`src/rtl/commit_select_if.sv`:
```
// Bundle of the issue/completion/commit signals between the hazard stage,
// the execution lanes and the in-order commit buffer.
// Handshake semantics: every request (I_Req_Issue, I_Done_S, I_Done_V) is a
// single-cycle strobe with no ready/backpressure; the accompanying number is
// sampled on the same rising edge. O_Req_Commit is a one-cycle pulse whose
// O_Commit_No is valid only while the pulse is high.
interface commit_select_if #(
  parameter int DEPTH_BUFF = 16
);
  localparam int WIDTH_BUFF = $clog2(DEPTH_BUFF);

  logic                  I_Req_Issue;
  logic [WIDTH_BUFF-1:0] I_Issue_No;
  logic                  I_Done_S;
  logic [WIDTH_BUFF-1:0] I_Done_S_No;
  logic                  I_Done_V;
  logic [WIDTH_BUFF-1:0] I_Done_V_No;
  logic                  O_Req_Commit;
  logic [WIDTH_BUFF-1:0] O_Commit_No;
  logic                  O_Full;
  logic                  O_Empty;
  logic [WIDTH_BUFF:0]   O_Num;
  logic                  O_Err;

  // Issue/execution side: drives requests, observes commit status.
  modport master (
    output I_Req_Issue, I_Issue_No, I_Done_S, I_Done_S_No, I_Done_V, I_Done_V_No,
    input  O_Req_Commit, O_Commit_No, O_Full, O_Empty, O_Num, O_Err
  );

  // Commit buffer side.
  modport slave (
    input  I_Req_Issue, I_Issue_No, I_Done_S, I_Done_S_No, I_Done_V, I_Done_V_No,
    output O_Req_Commit, O_Commit_No, O_Full, O_Empty, O_Num, O_Err
  );
endinterface

```
`src/rtl/commit_select.sv`:
```
// In-order commit buffer: tracks issued instruction numbers, absorbs
// out-of-order completions from the scalar and vector paths and retires at
// most one instruction per cycle in issue order, pulsing the retired number
// back to the hazard stage. All outputs are registered.
module commit_select #(
  parameter int DEPTH_BUFF = 16
) (
  input  logic             clock,
  input  logic             reset,
  commit_select_if.slave   bus
);
  localparam int WIDTH_BUFF = $clog2(DEPTH_BUFF);

  typedef enum logic [1:0] {
    ST_IDLE   = 2'd0,
    ST_ISSUED = 2'd1,
    ST_DONE   = 2'd2
  } entry_e;

  entry_e                entry_q [DEPTH_BUFF];
  entry_e                entry_d [DEPTH_BUFF];
  logic [WIDTH_BUFF-1:0] head_q, head_d;
  logic [WIDTH_BUFF-1:0] tail_q, tail_d;
  logic [WIDTH_BUFF:0]   count_q, count_d;
  logic                  commit_q, commit_d;
  logic [WIDTH_BUFF-1:0] commit_no_q, commit_no_d;
  logic                  full_q, full_d;
  logic                  empty_q, empty_d;
  logic                  err_q, err_d;

  logic issue_ok, issue_bad;
  logic s_ok, s_bad, v_ok, v_bad, dual_same;
  logic head_hit, commit_fire;

  // Per-entry state update, retirement decision and status next-state.
  always_comb begin
    entry_d     = entry_q;
    head_d      = head_q;
    tail_d      = tail_q;
    count_d     = count_q;
    commit_d    = 1'b0;
    commit_no_d = commit_no_q;

    // Full is judged on the registered (pre-edge) count, so a commit in the
    // same cycle never makes room for an issue.
    issue_ok  = bus.I_Req_Issue && !full_q && (bus.I_Issue_No == tail_q);
    issue_bad = bus.I_Req_Issue && !issue_ok;

    // Completions look at the registered state, so completing the number
    // being issued this cycle sees IDLE and is rejected.
    s_ok      = bus.I_Done_S && (entry_q[bus.I_Done_S_No] == ST_ISSUED);
    s_bad     = bus.I_Done_S && !s_ok;
    v_ok      = bus.I_Done_V && (entry_q[bus.I_Done_V_No] == ST_ISSUED);
    v_bad     = bus.I_Done_V && !v_ok;
    dual_same = bus.I_Done_S && bus.I_Done_V && (bus.I_Done_S_No == bus.I_Done_V_No);

    if (s_ok) entry_d[bus.I_Done_S_No] = ST_DONE;
    if (v_ok) entry_d[bus.I_Done_V_No] = ST_DONE;

    // Head retires if already DONE or completed this very cycle (bypass).
    head_hit    = (s_ok && (bus.I_Done_S_No == head_q)) ||
                  (v_ok && (bus.I_Done_V_No == head_q));
    commit_fire = (entry_q[head_q] == ST_DONE) || head_hit;

    if (commit_fire) begin
      entry_d[head_q] = ST_IDLE;
      head_d          = head_q + 1'b1;
      commit_d        = 1'b1;
      commit_no_d     = head_q;
    end

    // Tail can only alias the committing head when full, and then the issue
    // is rejected, so this write never collides with the retirement above.
    if (issue_ok) begin
      entry_d[tail_q] = ST_ISSUED;
      tail_d          = tail_q + 1'b1;
    end

    if (issue_ok && !commit_fire)      count_d = count_q + 1'b1;
    else if (!issue_ok && commit_fire) count_d = count_q - 1'b1;

    full_d  = (count_d == (WIDTH_BUFF+1)'(DEPTH_BUFF));
    empty_d = (count_d == '0);
    err_d   = err_q | issue_bad | s_bad | v_bad | dual_same;
  end

  // State and output registers; reset drops every tracked entry.
  always_ff @(posedge clock or negedge reset) begin
    if (!reset) begin
      for (int i = 0; i < DEPTH_BUFF; i++) entry_q[i] <= ST_IDLE;
      head_q      <= '0;
      tail_q      <= '0;
      count_q     <= '0;
      commit_q    <= 1'b0;
      commit_no_q <= '0;
      full_q      <= 1'b0;
      empty_q     <= 1'b1;
      err_q       <= 1'b0;
    end else begin
      entry_q     <= entry_d;
      head_q      <= head_d;
      tail_q      <= tail_d;
      count_q     <= count_d;
      commit_q    <= commit_d;
      commit_no_q <= commit_no_d;
      full_q      <= full_d;
      empty_q     <= empty_d;
      err_q       <= err_d;
    end
  end

  assign bus.O_Req_Commit = commit_q;
  assign bus.O_Commit_No  = commit_no_q;
  assign bus.O_Full       = full_q;
  assign bus.O_Empty      = empty_q;
  assign bus.O_Num        = count_q;
  assign bus.O_Err        = err_q;
endmodule

```
`src/flat_wrapper.sv`:
```
// flat-port wrapper written by rule: the top's interface ports become plain ports
module commit_select_flat 
#(
  parameter int DEPTH_BUFF = 16
)
  (clock, reset, bus_I_Req_Issue, bus_I_Issue_No, bus_I_Done_S, bus_I_Done_S_No, bus_I_Done_V, bus_I_Done_V_No, bus_O_Req_Commit, bus_O_Commit_No, bus_O_Full, bus_O_Empty, bus_O_Num, bus_O_Err);
  commit_select_if #(.DEPTH_BUFF(DEPTH_BUFF)) bus_i ();
  input  logic clock;
  input  logic reset;
  input wire logic [$bits(bus_i.I_Req_Issue)-1:0] bus_I_Req_Issue;
  input wire logic [$bits(bus_i.I_Issue_No)-1:0] bus_I_Issue_No;
  input wire logic [$bits(bus_i.I_Done_S)-1:0] bus_I_Done_S;
  input wire logic [$bits(bus_i.I_Done_S_No)-1:0] bus_I_Done_S_No;
  input wire logic [$bits(bus_i.I_Done_V)-1:0] bus_I_Done_V;
  input wire logic [$bits(bus_i.I_Done_V_No)-1:0] bus_I_Done_V_No;
  output wire logic [$bits(bus_i.O_Req_Commit)-1:0] bus_O_Req_Commit;
  output wire logic [$bits(bus_i.O_Commit_No)-1:0] bus_O_Commit_No;
  output wire logic [$bits(bus_i.O_Full)-1:0] bus_O_Full;
  output wire logic [$bits(bus_i.O_Empty)-1:0] bus_O_Empty;
  output wire logic [$bits(bus_i.O_Num)-1:0] bus_O_Num;
  output wire logic [$bits(bus_i.O_Err)-1:0] bus_O_Err;
  assign bus_i.I_Req_Issue = bus_I_Req_Issue;
  assign bus_i.I_Issue_No = bus_I_Issue_No;
  assign bus_i.I_Done_S = bus_I_Done_S;
  assign bus_i.I_Done_S_No = bus_I_Done_S_No;
  assign bus_i.I_Done_V = bus_I_Done_V;
  assign bus_i.I_Done_V_No = bus_I_Done_V_No;
  assign bus_O_Req_Commit = bus_i.O_Req_Commit;
  assign bus_O_Commit_No = bus_i.O_Commit_No;
  assign bus_O_Full = bus_i.O_Full;
  assign bus_O_Empty = bus_i.O_Empty;
  assign bus_O_Num = bus_i.O_Num;
  assign bus_O_Err = bus_i.O_Err;
  commit_select #(.DEPTH_BUFF(DEPTH_BUFF)) u_core (.clock(clock), .reset(reset), .bus(bus_i));
endmodule
```
`config.mk`:
```
export PLATFORM = sky130hd
export DESIGN_NAME = commit_select_flat
export DESIGN_NICKNAME = d
export VERILOG_FILES = /design/src/rtl/commit_select_if.sv /design/src/rtl/commit_select.sv /design/src/flat_wrapper.sv
export SDC_FILE = /design/constraint.sdc
export NUM_CORES = 1
export LEC_CHECK = 0
export BUFFER_PORTS_ARGS = -buffer_cell sky130_fd_sc_hd__buf_4
export CORE_AREA = 8 8 117 119
export CTS_CLUSTER_DIAMETER = 200
export CTS_CLUSTER_SIZE = 8
export DETAILED_ROUTE_END_ITERATION = 6
export DIE_AREA = 0 0 125 127
export SETUP_SLACK_MARGIN = 0.15
export SYNTH_ARGS = -nofsm -noshare
export SYNTH_HDL_FRONTEND = slang
export SYNTH_SLANG_ARGS = --single-unit
```
`constraint.sdc`:
```
create_clock -name clock -period 3.7 [get_ports clock]
set_input_delay 0.925 -clock clock [delete_from_list [all_inputs] [get_ports clock]]
set_output_delay 0.925 -clock clock [all_outputs]
set_load 0.01 [all_outputs]
```
; ---- After elaboration in Yosys (flattened, before gate mapping)
; Index checks and enable logic that the tools add are counted.
[classes]
add_sub_neg = 4
order_cmp = 8
eq_ne = 8
n_mux = 24
n_bitwise = 19
reduce_logical = 25
[op_table]
columns = cell, n
row1 = 2-to-1 mux 32 bit, 4
row2 = AND 16 bit, 3
row3 = inverter 16 bit, 3
row4 = bitwise OR 16 bit, 3
row5 = AND 32 bit, 1
row6 = demux 2 bit (select 4 bit), 4
row7 = inverter 32 bit, 1
row8 = binary-select mux 2 bit (select 4 bit), 3
row9 = ">= comparator 5 bit, second input constant", 4
row10 = "< comparator 5 x 1 -> 1 bit, second input constant", 4
row11 = 2-to-1 mux 2 bit, 10
row12 = inverter 4 -> 5 bit, 4
row13 = logical AND 1 bit, 17
row14 = equality test 4 bit, 4
row15 = 2-to-1 mux 5 bit, 2
row16 = "adder 4 x 1 -> 4 bit, second input constant", 2
row17 = "adder 5 x 1 -> 5 bit, second input constant", 1
row18 = "equality test 5 bit, second input constant", 1
row19 = logical NOT 1 bit, 5
row20 = logical NOT 5 bit, 1
row21 = "subtractor 5 x 1 -> 5 bit, second input constant", 1
row22 = "equality test 2 x 1 -> 1 bit, second input constant", 2
row23 = bitwise OR 1 bit, 4
row24 = "equality test 2 bit, second input constant", 1
row25 = 2 further kinds, 3
[totals]
reg_bits = 53
input_bits = 17
word_cells = 112

; ---- Depth between registers and ports, before layout
[depth]
word_depth = 14
depth_mapped = 12
depth_no_buf = 8

; ---- Worst setup path after synthesis
; OpenSTA, ideal clock, no wires.
[synth_timing]
path_kind = in2reg
from = input bus_I_Done_V_No[1]
to = register u_core.commit_no_q[0] (netlist: u_core.bus.O_Commit_No[0])
setup_ns = 0.125
arrival_ns = 3.133
required_time_ns = 3.575
setup_slack_ns = 0.442
stages = 9
path_buffers = 3
cell_sequence = buf_6 > or4b_1 > o311ai_1 > nor2_1 > or4_4 > o211ai_4 > buf_4 > buf_6 > mux2_2
[synth_between]
elab_chain_len = 9
word_cells_on_any_way = 10
[synth_rtl]
columns = item, line_no
row1 = from (decl), flat_wrapper.sv:15  ; input wire logic [$bits(bus_i.I_Done_V_No)-1:0] bus_I_Done_V_No;
row2 = inverter 4 -> 5 bit (not written as such), commit_select.sv:53  ; v_ok = bus.I_Done_V && (entry_q[bus.I_Done_V_No] == ST_ISSUED);
row3 = binary-select mux 2 bit (select 4 bit), commit_select.sv:53
row4 = 2-to-1 mux 2 bit (not written as such) (2 in series), commit_select.sv:53
row5 = equality test 2 x 1 -> 1 bit, commit_select.sv:53
row6 = logical AND 1 bit, commit_select.sv:53
row7 = logical AND 1 bit *, commit_select.sv:62  ; (v_ok && (bus.I_Done_V_No == head_q));
row8 = logical OR 1 bit *, commit_select.sv:61  ; head_hit = (s_ok && (bus.I_Done_S_No == head_q)) ||
row9 = logical OR 1 bit *, commit_select.sv:63  ; commit_fire = (entry_q[head_q] == ST_DONE) || head_hit;
row10 = to (signal assigned), commit_select.sv:105  ; commit_no_q <= commit_no_d;
row11 = to (decl), commit_select.sv:26  ; logic [WIDTH_BUFF-1:0] commit_no_q, commit_no_d;
; Every way passes the cells marked *; elsewhere a longest branch is shown, timed or not. The select of a mux whose other input is x is not followed.
; A chain may end at the register's enable or synchronous reset.

==> flow_summary.toml <==
[sta]
rsz0062_at_grt = "no"
fmax_mhz = 297
drv_slew = 0
fin_crit_sh_pct = 90.9
clock_skew_ps = 11.6
fin_crit_ps = 3360
hold_violations = 0
maxSlewHeadroom_pct = 53.3
setup_violations = 0
tns_ps = 0
worst_pin_slew_ps = 700

[clock_tree]
clk_latency_ps = 300
root_buffer = "clkbuf_16"
clk_pin_slew_ps = 70
cts_tree = "yes"
cts-resized-gates = 0
cts_buffers = 5
cts.sinks = 53
cts.path.max_buffers = 2
cts_hold_buf = 0
postCtsSetupRepairBufs = 0
h-tree-depth = 2

[yosys]
ys_seq_area_share_pct = 37.3
syn_area_per_cell_um2 = 9.53
yosys_warnings = 0
synth_area_um2 = 3550
synth_edf_count = 0
ys_ff_latch = 53
yosysUniqueCellTypes = 58
async_reset_ff_share_pct = 100
synthCells = 373
syn_nets = 400
ys.flop_type = "dfrtp_1"

[hold_path]
holdPathStages = 1
hold_start = "u_core.bus.O_Commit_No[3]"
hold_class = "reg -> reg"
min_to = "u_core.bus.O_Commit_No[3]"

[floorplanning]
fp.dieH_um = 127
start_util_pct = 30.1
rows = 40
coreArea_um2 = 11800
dieArea_um2 = 15900
die_w_um = 125
ios = 30

[layout]
area_delta_synth_final_pct = 14.8
final_common_cell = "dfrtp_1"
antenna_cells = 0
final_util_pct = 34.6
drive_above_1_share_pct = 21.3
n_fill_cell = 1203
nets = 426
mostFrequentLayoutCells = "52 x dfrtp_1, 44 x buf_4, 26 x nand2_1"

[drt]
drtAntennaViolNets = 0
routed_wl_um = 11300
first_pass_iters = 4
drt-initial-drc-count = 250
drc = 0
wire_per_inst_um = 20.6
vias = 3153
vias_per_cell = 5.76

[power]
leakagePower_nw = 1.61
power.density_nw_per_um2 = 780
irDropWorstVdd_mv = 0.267

[placed_design]
place_hpwl_um = 8240
gp_congestion = 0.932
port_buffers = 29

[global_routing]
track_usage_pct = 14.3
overflow = 0
grtUsageMet1_pct = 17.7
antenna_found_initial = 0
grt_pass1_wl_um = 18200
use_met3_pct = 1.87
top_usage_layer = "met2"
grt_pass1_vias = 3211
use_met2_pct = 24.3
grt_max_degree = 54

[worst_setup_path]
path_class = "in -> reg"
start_kind = "primary input"
cp.required_ps = 3890
r2r_cells = 8
path_max_fanout = 19
crit_path_end_kind = "flop"
cp.arrival_ps = 3550
rrSetupSlack_ps = 800
r2r-end = "u_core.entry_q[26]"
rr_startpoint = "u_core.entry_q[31]"

[outcome]
status = "completed"

[run]
drv_cap = 0
## cell families after synthesis
kind of cell	synth area share, %
AO/OA/AOI/OAI	17.3
XOR/XNOR	5.88
adder cells (fa/ha/maj)	3.52
buffers and inverters	6.23
flip-flops	37.3
multiplexers	8.41
AND/OR/NAND/NOR	21.3
## area by class of cell
class / count / area (um^2) / area share (%)
Timing Repair Buffer: 44 / 330 / 8.09
Sequential cell: 53 / 1330 / 32.5
Tap cell: 147 / 184 / 4.51
Clock buffer: 7 / 133 / 3.25
Inverter: 25 / 93.8 / 2.30
Clock inverter: 1 / 7.51 / 0.184
Multi-Input combinational cell: 270 / 2010 / 49.1
## registers in the layout, summed over array words and instances (netlist names)
register,flops
u_core.bus.O_Req_Commit,1
u_core.bus.O_Empty,1
u_core.bus.O_Commit_No,4
u_core.tail_q,4
u_core.bus.O_Err,1
u_core.bus.O_Num,5
u_core.head_q,4
u_core.entry_q,32
u_core.bus.O_Full,1
## critical path, cell delays in order
cell	delay (ps)
buf_4	160
nand2b_1	290
o311ai_1	370
o22ai_1	190
or4_4	560
o211ai_4	310
buf_4	330
nand3_1	140
a31o_2	270
## stage by stage
step	hold WS, ps	instances	worst slack, ps	cell area, um^2	total power, mW
2_1_floorplan	491	373	442	3550	2.21
3_3_place_gp	502	539	23.2	3940	2.68
3_5_place_dp	503	539	37.9	3940	2.70
4_1_cts	526	547	353	4080	3.18
5_1_grt	545	547	197	4080	3.39
6_report	521	547	337	4080	3.18
## cells in the mapped netlist, types with 5 or more instances
cell type,number,area (um^2)
nand2_1,26,97.6
dfrtp_1,52,1300
nor3b_1,9,67.6
nor2_1,20,75.1
a31o_2,6,52.6
mux4_2,9,203
a21oi_1,18,90.1
buf_2,9,45.0
mux2_2,5,56.3
nor4_1,6,37.5
nor2b_1,9,56.3
o21ai_0,10,50.1
o221a_2,7,78.8
nor3_1,12,60.1
xnor2_1,15,131
a211oi_1,6,45.0
inv_1,24,90.1
clkbuf_1,8,30.0
ha_1,10,125
xor2_1,7,61.3
nand3_1,18,90.1
nand3b_1,6,45.0
o22ai_1,13,81.3
nand2b_1,9,56.3
## metal layers
metal	wire (um)	part of all wire, %
met5	0	0
met4	456	4.1
met3	574	5.1
met2	5390	48
met1	4840	43
## power by group
group          leakage (nW)  switching (mW)  total (mW)  internal [mW]
clock network        0.0641           0.214       0.467          0.252
registers             0.665           0.293        1.12          0.823
logic                 0.881           0.877        1.60          0.722
## worst max path at each step
stage	cells after the start	slack, ps	from	end
6_report	9	340	bus_I_Done_V_No[1]	u_core.entry_q[26]
5_1_grt	9	200	bus_I_Done_V_No[1]	u_core.entry_q[28]
4_1_cts	9	350	bus_I_Done_V_No[1]	u_core.bus.O_Empty
3_5_place_dp	9	40	bus_I_Done_V_No[1]	u_core.entry_q[26]
3_3_place_gp	9	20	bus_I_Done_V_No[1]	u_core.entry_q[26]
2_1_floorplan	9	440	bus_I_Done_V_No[1]	u_core.bus.O_Commit_No[0]
No activity file was read; power rests on OpenSTA's default activity.
